[config.mk]
export PLATFORM = sky130hd
export DESIGN_NAME = mem_req_ctrl_flat
export DESIGN_NICKNAME = d
export VERILOG_FILES = /design/src/rtl/mem_req_ctrl_pkg.sv /design/src/rtl/mem_req_ctrl_if.sv /design/src/rtl/mem_req_ctrl_byte_lane.sv /design/src/rtl/mem_req_ctrl.sv /design/src/flat_wrapper.sv
export SDC_FILE = /design/constraint.sdc
export NUM_CORES = 1
export LEC_CHECK = 0
export CAP_MARGIN = 10
export CORE_ASPECT_RATIO = 1.5
export CORE_MARGIN = 2
export CORE_UTILIZATION = 48
export DETAILED_ROUTE_END_ITERATION = 16
export PLACE_DENSITY = 0.92
export SETUP_SLACK_MARGIN = 0.4
export SYNTH_ARGS = -nofsm -noshare
export SYNTH_HDL_FRONTEND = slang
export SYNTH_SLANG_ARGS = --single-unit
[constraint.sdc]
create_clock -name clk -period 3.6 [get_ports clk]
set_input_delay 0.36 -clock clk [delete_from_list [all_inputs] [get_ports clk]]
set_output_delay 0.36 -clock clk [all_outputs]
set_load 0.01 [all_outputs]
[src/rtl/mem_req_ctrl_pkg.sv]
// Shared types and constants for the MEM-stage memory request controller.
package mem_req_pkg;

  localparam int WORD_W = 16;

  // addr[0] value that selects the high byte [15:8] (big-endian lanes)
  localparam logic LANE_HI_SEL = 1'b0;

  typedef enum logic [2:0] {
    IDLE   = 3'd0,
    RD     = 3'd1,
    WR     = 3'd2,
    RMW_RD = 3'd3,
    RMW_WR = 3'd4,
    RESP   = 3'd5
  } state_t;

endpackage

[src/rtl/mem_req_ctrl_if.sv]
// Request/response handshake plus single-port memory bus for mem_req_ctrl.
interface mem_req_ctrl_if #(
  parameter int ADDR_WIDTH = 16
);
  import mem_req_pkg::*;

  logic                  req_valid;
  logic                  req_ready;
  logic                  req_wr;
  logic                  req_byte;
  logic [ADDR_WIDTH-1:0] req_addr;
  logic [WORD_W-1:0]     req_wdata;

  logic                  resp_valid;
  logic [WORD_W-1:0]     resp_rdata;
  logic                  resp_err;

  logic [ADDR_WIDTH-1:0] mem_addr;
  logic                  mem_enable;
  logic                  mem_wr;
  logic [WORD_W-1:0]     mem_wdata;
  logic [WORD_W-1:0]     mem_rdata;

  // Controller side
  modport slave (
    input  req_valid, req_wr, req_byte, req_addr, req_wdata, mem_rdata,
    output req_ready, resp_valid, resp_rdata, resp_err,
    output mem_addr, mem_enable, mem_wr, mem_wdata
  );

  // Requester plus memory side
  modport master (
    output req_valid, req_wr, req_byte, req_addr, req_wdata, mem_rdata,
    input  req_ready, resp_valid, resp_rdata, resp_err,
    input  mem_addr, mem_enable, mem_wr, mem_wdata
  );

endinterface

[src/rtl/mem_req_ctrl_byte_lane.sv]
// Byte-lane extract (zero-extended) and merge for big-endian 16-bit words.
module byte_lane
  import mem_req_pkg::*;
(
  input  logic [WORD_W-1:0] word,
  input  logic [7:0]        byte_in,
  input  logic              sel,
  output logic [WORD_W-1:0] lane,
  output logic [WORD_W-1:0] merged
);

  // Select the addressed lane and build the word with that lane replaced
  always_comb begin
    if (sel == LANE_HI_SEL) begin
      lane   = {8'h00, word[15:8]};
      merged = {byte_in, word[7:0]};
    end else begin
      lane   = {8'h00, word[7:0]};
      merged = {word[15:8], byte_in};
    end
  end

endmodule

[src/rtl/mem_req_ctrl.sv]
// Requester-side controller: word/byte loads and stores onto a single-port
// 16-bit memory, byte stores done as read-modify-write.
module mem_req_ctrl
  import mem_req_pkg::*;
#(
  parameter int ADDR_WIDTH = 16
) (
  input logic           clk,
  input logic           rst,
  mem_req_ctrl_if.slave bus
);

  state_t                state;
  logic                  wr_q;
  logic                  byte_q;
  logic                  err_q;
  logic [ADDR_WIDTH-1:0] addr_q;
  logic [WORD_W-1:0]     wdata_q;
  logic [WORD_W-1:0]     data_q;

  logic [ADDR_WIDTH-1:0] word_addr;
  logic [WORD_W-1:0]     lane_word;
  logic [WORD_W-1:0]     lane_val;
  logic [WORD_W-1:0]     merged_val;

  assign word_addr = {addr_q[ADDR_WIDTH-1:1], 1'b0};

  // One lane unit serves both the load extract and the RMW merge: the word
  // comes from the memory in RD and from the captured copy in RMW_WR.
  assign lane_word = (state == RMW_WR) ? data_q : bus.mem_rdata;

  byte_lane u_lane (
    .word    (lane_word),
    .byte_in (wdata_q[7:0]),
    .sel     (addr_q[0]),
    .lane    (lane_val),
    .merged  (merged_val)
  );

  // State sequencing, request latch and read-data capture
  always_ff @(posedge clk or posedge rst) begin
    if (rst) begin
      state   <= IDLE;
      wr_q    <= 1'b0;
      byte_q  <= 1'b0;
      err_q   <= 1'b0;
      addr_q  <= '0;
      wdata_q <= '0;
      data_q  <= '0;
    end else begin
      case (state)
        IDLE: begin
          if (bus.req_valid) begin
            wr_q    <= bus.req_wr;
            byte_q  <= bus.req_byte;
            addr_q  <= bus.req_addr;
            wdata_q <= bus.req_wdata;
            err_q   <= ~bus.req_byte & bus.req_addr[0];
            data_q  <= '0;
            if (!bus.req_wr)       state <= RD;
            else if (bus.req_byte) state <= RMW_RD;
            else                   state <= WR;
          end
        end
        RD: begin
          data_q <= byte_q ? lane_val : bus.mem_rdata;
          state  <= RESP;
        end
        WR:      state <= RESP;
        RMW_RD: begin
          data_q <= bus.mem_rdata;
          state  <= RMW_WR;
        end
        RMW_WR:  state <= RESP;
        RESP:    state <= IDLE;
        default: state <= IDLE;
      endcase
    end
  end

  // Outputs decoded purely from registered state
  always_comb begin
    bus.req_ready  = (state == IDLE);
    bus.resp_valid = (state == RESP);
    bus.resp_rdata = '0;
    bus.resp_err   = 1'b0;
    bus.mem_enable = 1'b0;
    bus.mem_wr     = 1'b0;
    bus.mem_addr   = '0;
    bus.mem_wdata  = '0;
    case (state)
      RD, RMW_RD: begin
        bus.mem_enable = 1'b1;
        bus.mem_addr   = word_addr;
      end
      WR: begin
        bus.mem_enable = 1'b1;
        bus.mem_wr     = 1'b1;
        bus.mem_addr   = word_addr;
        bus.mem_wdata  = wdata_q;
      end
      RMW_WR: begin
        bus.mem_enable = 1'b1;
        bus.mem_wr     = 1'b1;
        bus.mem_addr   = word_addr;
        bus.mem_wdata  = merged_val;
      end
      RESP: begin
        bus.resp_rdata = wr_q ? '0 : data_q;
        bus.resp_err   = err_q;
      end
      default: ;
    endcase
  end

endmodule

[src/flat_wrapper.sv]
// flat-port wrapper written by rule: the top's interface ports become plain ports
module mem_req_ctrl_flat import mem_req_pkg::*;
#(
  parameter int ADDR_WIDTH = 16
)
  (clk, rst, bus_req_valid, bus_req_wr, bus_req_byte, bus_req_addr, bus_req_wdata, bus_mem_rdata, bus_req_ready, bus_resp_valid, bus_resp_rdata, bus_resp_err, bus_mem_addr, bus_mem_enable, bus_mem_wr, bus_mem_wdata);
  mem_req_ctrl_if #(.ADDR_WIDTH(ADDR_WIDTH)) bus_i ();
  input logic clk;
  input logic rst;
  input wire logic [$bits(bus_i.req_valid)-1:0] bus_req_valid;
  input wire logic [$bits(bus_i.req_wr)-1:0] bus_req_wr;
  input wire logic [$bits(bus_i.req_byte)-1:0] bus_req_byte;
  input wire logic [$bits(bus_i.req_addr)-1:0] bus_req_addr;
  input wire logic [$bits(bus_i.req_wdata)-1:0] bus_req_wdata;
  input wire logic [$bits(bus_i.mem_rdata)-1:0] bus_mem_rdata;
  output wire logic [$bits(bus_i.req_ready)-1:0] bus_req_ready;
  output wire logic [$bits(bus_i.resp_valid)-1:0] bus_resp_valid;
  output wire logic [$bits(bus_i.resp_rdata)-1:0] bus_resp_rdata;
  output wire logic [$bits(bus_i.resp_err)-1:0] bus_resp_err;
  output wire logic [$bits(bus_i.mem_addr)-1:0] bus_mem_addr;
  output wire logic [$bits(bus_i.mem_enable)-1:0] bus_mem_enable;
  output wire logic [$bits(bus_i.mem_wr)-1:0] bus_mem_wr;
  output wire logic [$bits(bus_i.mem_wdata)-1:0] bus_mem_wdata;
  assign bus_i.req_valid = bus_req_valid;
  assign bus_i.req_wr = bus_req_wr;
  assign bus_i.req_byte = bus_req_byte;
  assign bus_i.req_addr = bus_req_addr;
  assign bus_i.req_wdata = bus_req_wdata;
  assign bus_i.mem_rdata = bus_mem_rdata;
  assign bus_req_ready = bus_i.req_ready;
  assign bus_resp_valid = bus_i.resp_valid;
  assign bus_resp_rdata = bus_i.resp_rdata;
  assign bus_resp_err = bus_i.resp_err;
  assign bus_mem_addr = bus_i.mem_addr;
  assign bus_mem_enable = bus_i.mem_enable;
  assign bus_mem_wr = bus_i.mem_wr;
  assign bus_mem_wdata = bus_i.mem_wdata;
  mem_req_ctrl #(.ADDR_WIDTH(ADDR_WIDTH)) u_core (.clk(clk), .rst(rst), .bus(bus_i));
endmodule
; ---- Yosys cells after proc, flatten, opt, wreduce, memory -nomap -nowiden
; Index checks and enable logic that the tools add are counted.
[word_totals]
output_inout_bits = 53
word_cells = 39
regBits = 54
latch_bits = 0
mem_bits_rw = 0
rom_bits = 0
in_bits = 53
n_memories = 0
[classes]
mul = 0
reduce_logical = 7
magnitude_cmp = 0
eq_ne = 6
n_shift = 0
n_addsub = 0
div_mod_pow = 0
bitwise = 2
muxes = 17
[ops]
columns = cell, count
row1 = 2-to-1 mux 16 bit, 7
row2 = one-hot mux 16 bit (3 select lines), 1
row3 = one-hot mux 16 bit (2 select lines), 1
row4 = one-hot mux 3 bit (3 select lines), 1
row5 = 2-to-1 mux 8 bit, 1
row6 = equality test 3 x 2 -> 1 bit (second input constant), 2
row7 = equality test 3 bit (second input constant), 2
row8 = 2-to-1 mux 3 bit, 2
row9 = 2-to-1 mux 1 bit, 4
row10 = AND reduction 2 bit, 2
row11 = OR reduction 4 bit, 1
row12 = equality test 3 x 1 -> 1 bit (second input constant), 1
row13 = logical NOT 3 bit, 1
row14 = nonzero test 3 bit, 1
row15 = OR reduction 3 bit, 1
row16 = inequality test 2 bit (second input constant), 1
row17 = OR reduction 2 bit, 1
row18 = bitwise AND 1 bit, 1
row19 = NOT 1 bit, 1

; ---- Longest topological paths before layout
[depth]
ltp_word = 5
ltp_mapped = 7
ltp_nobuf = 4

; ---- Cells and area by module
; A second synthesis with hierarchy kept.
[hier_totals]
hier_cells = 264
area_unflattened_um2 = 3463.3
[by_module_without_submodules]
columns = module, n_inst, cells_each, seq_area_each_um2, area_each_um2
row1 = mem_req_ctrl, 1, 228, 1351.3, 3002.9
row2 = byte_lane, 1, 36, 0.0, 460.4

; ---- Least setup slack after synthesis
; No wires, ideal clock.
[synth_path]
path_type = reg-to-output
start = register u_core.state[0]
end = output bus_mem_wdata[10]
path_slack_ps = 1719
required_ps = 3240
path_stages_with_launch = 6
n_path_buf = 2
t_arrival_ps = 1521
cell_sequence = dfrtp_1 > buf_2 > buf_1 > nor3b_1 > nand2_1 > o21ai_0
[synth_between]
elab_chain_len = 4
elab_cells_between_ends = 5
cone_classes = 2 x eq/ne / 3 x mux
[synth_rtl]
columns = item, line_no
row1 = start: declaration, mem_req_ctrl.sv:13  ; state_t state;
row2 = start signal: assignment, mem_req_ctrl.sv:43  ; state <= IDLE;
row3 = start signal: assignment, mem_req_ctrl.sv:60  ; if (!bus.req_wr) state <= RD;
row4 = start signal: assignment, mem_req_ctrl.sv:61  ; else if (bus.req_byte) state <= RMW_RD;
row5 = equality test 3 bit, "mem_req_ctrl.sv:30, mem_req_ctrl.sv:91"
row6 = 2-to-1 mux 16 bit, mem_req_ctrl.sv:30  ; assign lane_word = (state == RMW_WR) ? data_q : bus.mem_rdata;
row7 = 2-to-1 mux 16 bit, mem_req_ctrl_byte_lane.sv:14  ; if (sel == LANE_HI_SEL) begin
row8 = one-hot mux 16 bit (2 select lines) *, mem_req_ctrl.sv:91  ; case (state)
row9 = end: declaration, flat_wrapper.sv:23  ; output wire logic [$bits(bus_i.mem_wdata)-1:0] bus_mem_wdata;
; Mark *: on every way between the ends. The rest lies on a longest branch, timed or not.

; ---- Worst setup path in the final report
[layout_path]
start = register u_core.state[0]
end = output bus_resp_rdata[0]
[layout_between]
elab_chain_len = 2
[layout_rtl]
columns = item, line_no
row1 = equality test 3 bit, mem_req_ctrl.sv:91
row2 = 2-to-1 mux 16 bit, mem_req_ctrl.sv:91
row3 = end: declaration, flat_wrapper.sv:18  ; output wire logic [$bits(bus_i.resp_rdata)-1:0] bus_resp_rdata;
; Every way passes these cells.

==> metrics.txt <==
Max Buffers Root-to-Sink 2; Worst setup SP type register; routability cong. 0.859; Die X 66.1 um; WHS 0.275 ns; CP endpoint kind output port; CP arrival 2.45 ns; grt total ovfl 0; CTS Buf Count 5; via count 2,296; cell taking the most area after synthesis dfrtp_1; flop2flop setup slack 1.36 ns; final hold vios 0; status finished clean; Worst Setup Path Type reg -> out; Avg Synthesized Cell Area 11.2 sq um; vias in the first global route 2,399; pwr dens 820 mW/mm^2; clk_lat worst skew 0.32 ns; # nets final 400; Die Y 97.1 um; PortBufs 104; num ports 106; most frequent cells in the layout 104 x clkdlybuf4s50_1, 54 x dfrtp_1, 38 x and2_1; fin. max-slew vios 0; Avg WL per Cell 17.6 um; synth warn 0; first-pass GRT wire length 11,900 um; Final ANT Viol Nets 0; Hold WC Path Type in -> async; Worst Tran Pin Value 1.12 ns; Setup-failing EPs final 0; CTS H-tree depth 2; RSZ-0062 raised after global routing false; share of Yosys cell area claimed by the top area cell type 48.7%; Layout Skew 0.0168 ns; top cells by area, synth dfrtp_1 49%, mux2_2 15%, and2_1 8.6%; Reg2Reg Depth 4; Global Route Usage Sum 24.0%; Rows 33; post-synthesis instance area 0.00278 sq mm; area grow syn2layout 42.7%; hpwl dp 5370 um; largest net degree at the start of global routing 55; core area 0.00553 sq mm; Reg-to-Reg End u_core.data_q[7]; Worst EP required 3.24 ns; diodes inserted 0; Netlist cell types 30; residual DRC count 0; layout cells sized above 1 15.2%; initial antenna violation count 0; overall power 3250 uW; relative slew slack 24.9%; Seq cells post-synth 54; r2r startpoint u_core.state[0]; max frequency 0.355 GHz; Starting Density 50.2%; CTS tree yes; leakage 0.00164 uW; setup TNS 0 ns; Finished Core Util 71.6%; Final min period 2.81 ns; DRT Wirelength 7360 um; clock root buffer clkbuf_8; Vias/cell 5.49; Clock Pin Slew Worst Setup and Hold Paths 0.11 ns; DRT Pass-1 Iters 4; Max-cap violations 0; 1st-iter DRT viols 203; Cells after Synth 247; hold buffer count at CTS 0; Max IR drop VDD 624 uV; register area share after synthesis 48.7%; crit-path max FO 18; Final period util 78.2%; commonest non-fill, non-tap cell in the layout clkdlybuf4s50_1; net count after synthesis 300; die area 0.00642 sq mm; clock sinks 54
==> cell usage after synthesis <==
library cell  instances
a22oi_1               8
dfrtp_1              54
mux2_2               37
buf_4                 4
a221o_1               8
a22o_1                8
nand3b_1              1
buf_2                 4
and2_1               38
a21oi_1               1
buf_6                 1
and3_1                1
nand2_1              11
nor3_2                1
or3b_1                1
buf_1                 3
a221oi_1              3
nand2b_1              2
a211oi_1              2
nor2_1               14
mux2i_1              10
o21ai_0              11
o21a_1                1
mux2_1                4
clkbuf_1              4
o21bai_1              1
inv_1                 6
nor3b_1               1
conb_1                1
nor2b_1               6
==> cell type report <==
class | instances | area (sq um)
clock buffer | 5 | 68.8
clock inverter | 3 | 23.8
fill | 437 | 1570
inverter | 6 | 22.5
multi-input combinational | 171 | 1320
sequential | 54 | 1350
tap | 70 | 87.6
timing repair buffer | 109 | 1090
==> where the power goes <==
part	internal, uW	switching [uW]
registers	903	306
clock network	140	210
logic	995	695
==> state kept, by name, summed over array words and instances (netlist names) <==
name / flops
u_core.err_q: 1
u_core.wr_q: 1
u_core.addr_q: 16
u_core.data_q: 16
u_core.byte_q: 1
u_core.state: 3
u_core.wdata_q: 16
==> cells by family after synthesis <==
logic type             after synthesis  share of synthesized area [%]
and+or+nand+nor                     76                           15.2
muxes                               51                           20.2
buffers and inverters               22                           3.97
other                                1                          0.135
DFF                                 54                           48.7
AOI/OAI and AO/OA                   43                           11.8
==> timing repair <==
item / in CTS / in global routing
buffers inserted: 0 / 0
endpoints found under the setup margin: 0 / 15
gates resized for setup: 0 / 1
==> layer usage <==
layer,track usage (%),routed length (um),part of all wire (%),vias up
met5,0,0,0,-
met3,4.75,401,5.4,16
li1,-,-,-,1061
met4,7.06,162,2.2,0
met1,28.2,2760,38,1126
met2,42.9,4040,55,93
==> worst max-delay path by stage <==
stage,from,endpoint,slack [ns],cells past startpoint
2_1_floorplan,u_core.state[0],bus_mem_wdata[10],1.72,5
3_3_place_gp,u_core.state[0],bus_resp_rdata[0],1.05,4
3_5_place_dp,u_core.state[0],bus_resp_rdata[0],0.96,4
4_1_cts,u_core.state[0],bus_resp_rdata[0],0.57,4
5_1_grt,u_core.state[0],bus_resp_rdata[0],0.61,4
6_report,u_core.state[0],bus_resp_rdata[0],0.79,4
==> stage by stage <==
step	setup slack (ns)	instance area [sq um]	std cells
CTS	0.574	3940	417
global route	0.613	3960	418
detailed placement	0.961	3850	409
floorplan	1.72	2780	247
global placement	1.05	3850	409
finish	0.786	3960	418
==> worst max-delay path, stage by stage (launching register included) <==
cell and delay (ns):
dfrtp_1 0.71, nand2_1 0.19, nor2_2 0.48, and2_1 0.21
clkdlybuf4s50_1 0.56
(Power assumes the default switching activity.)
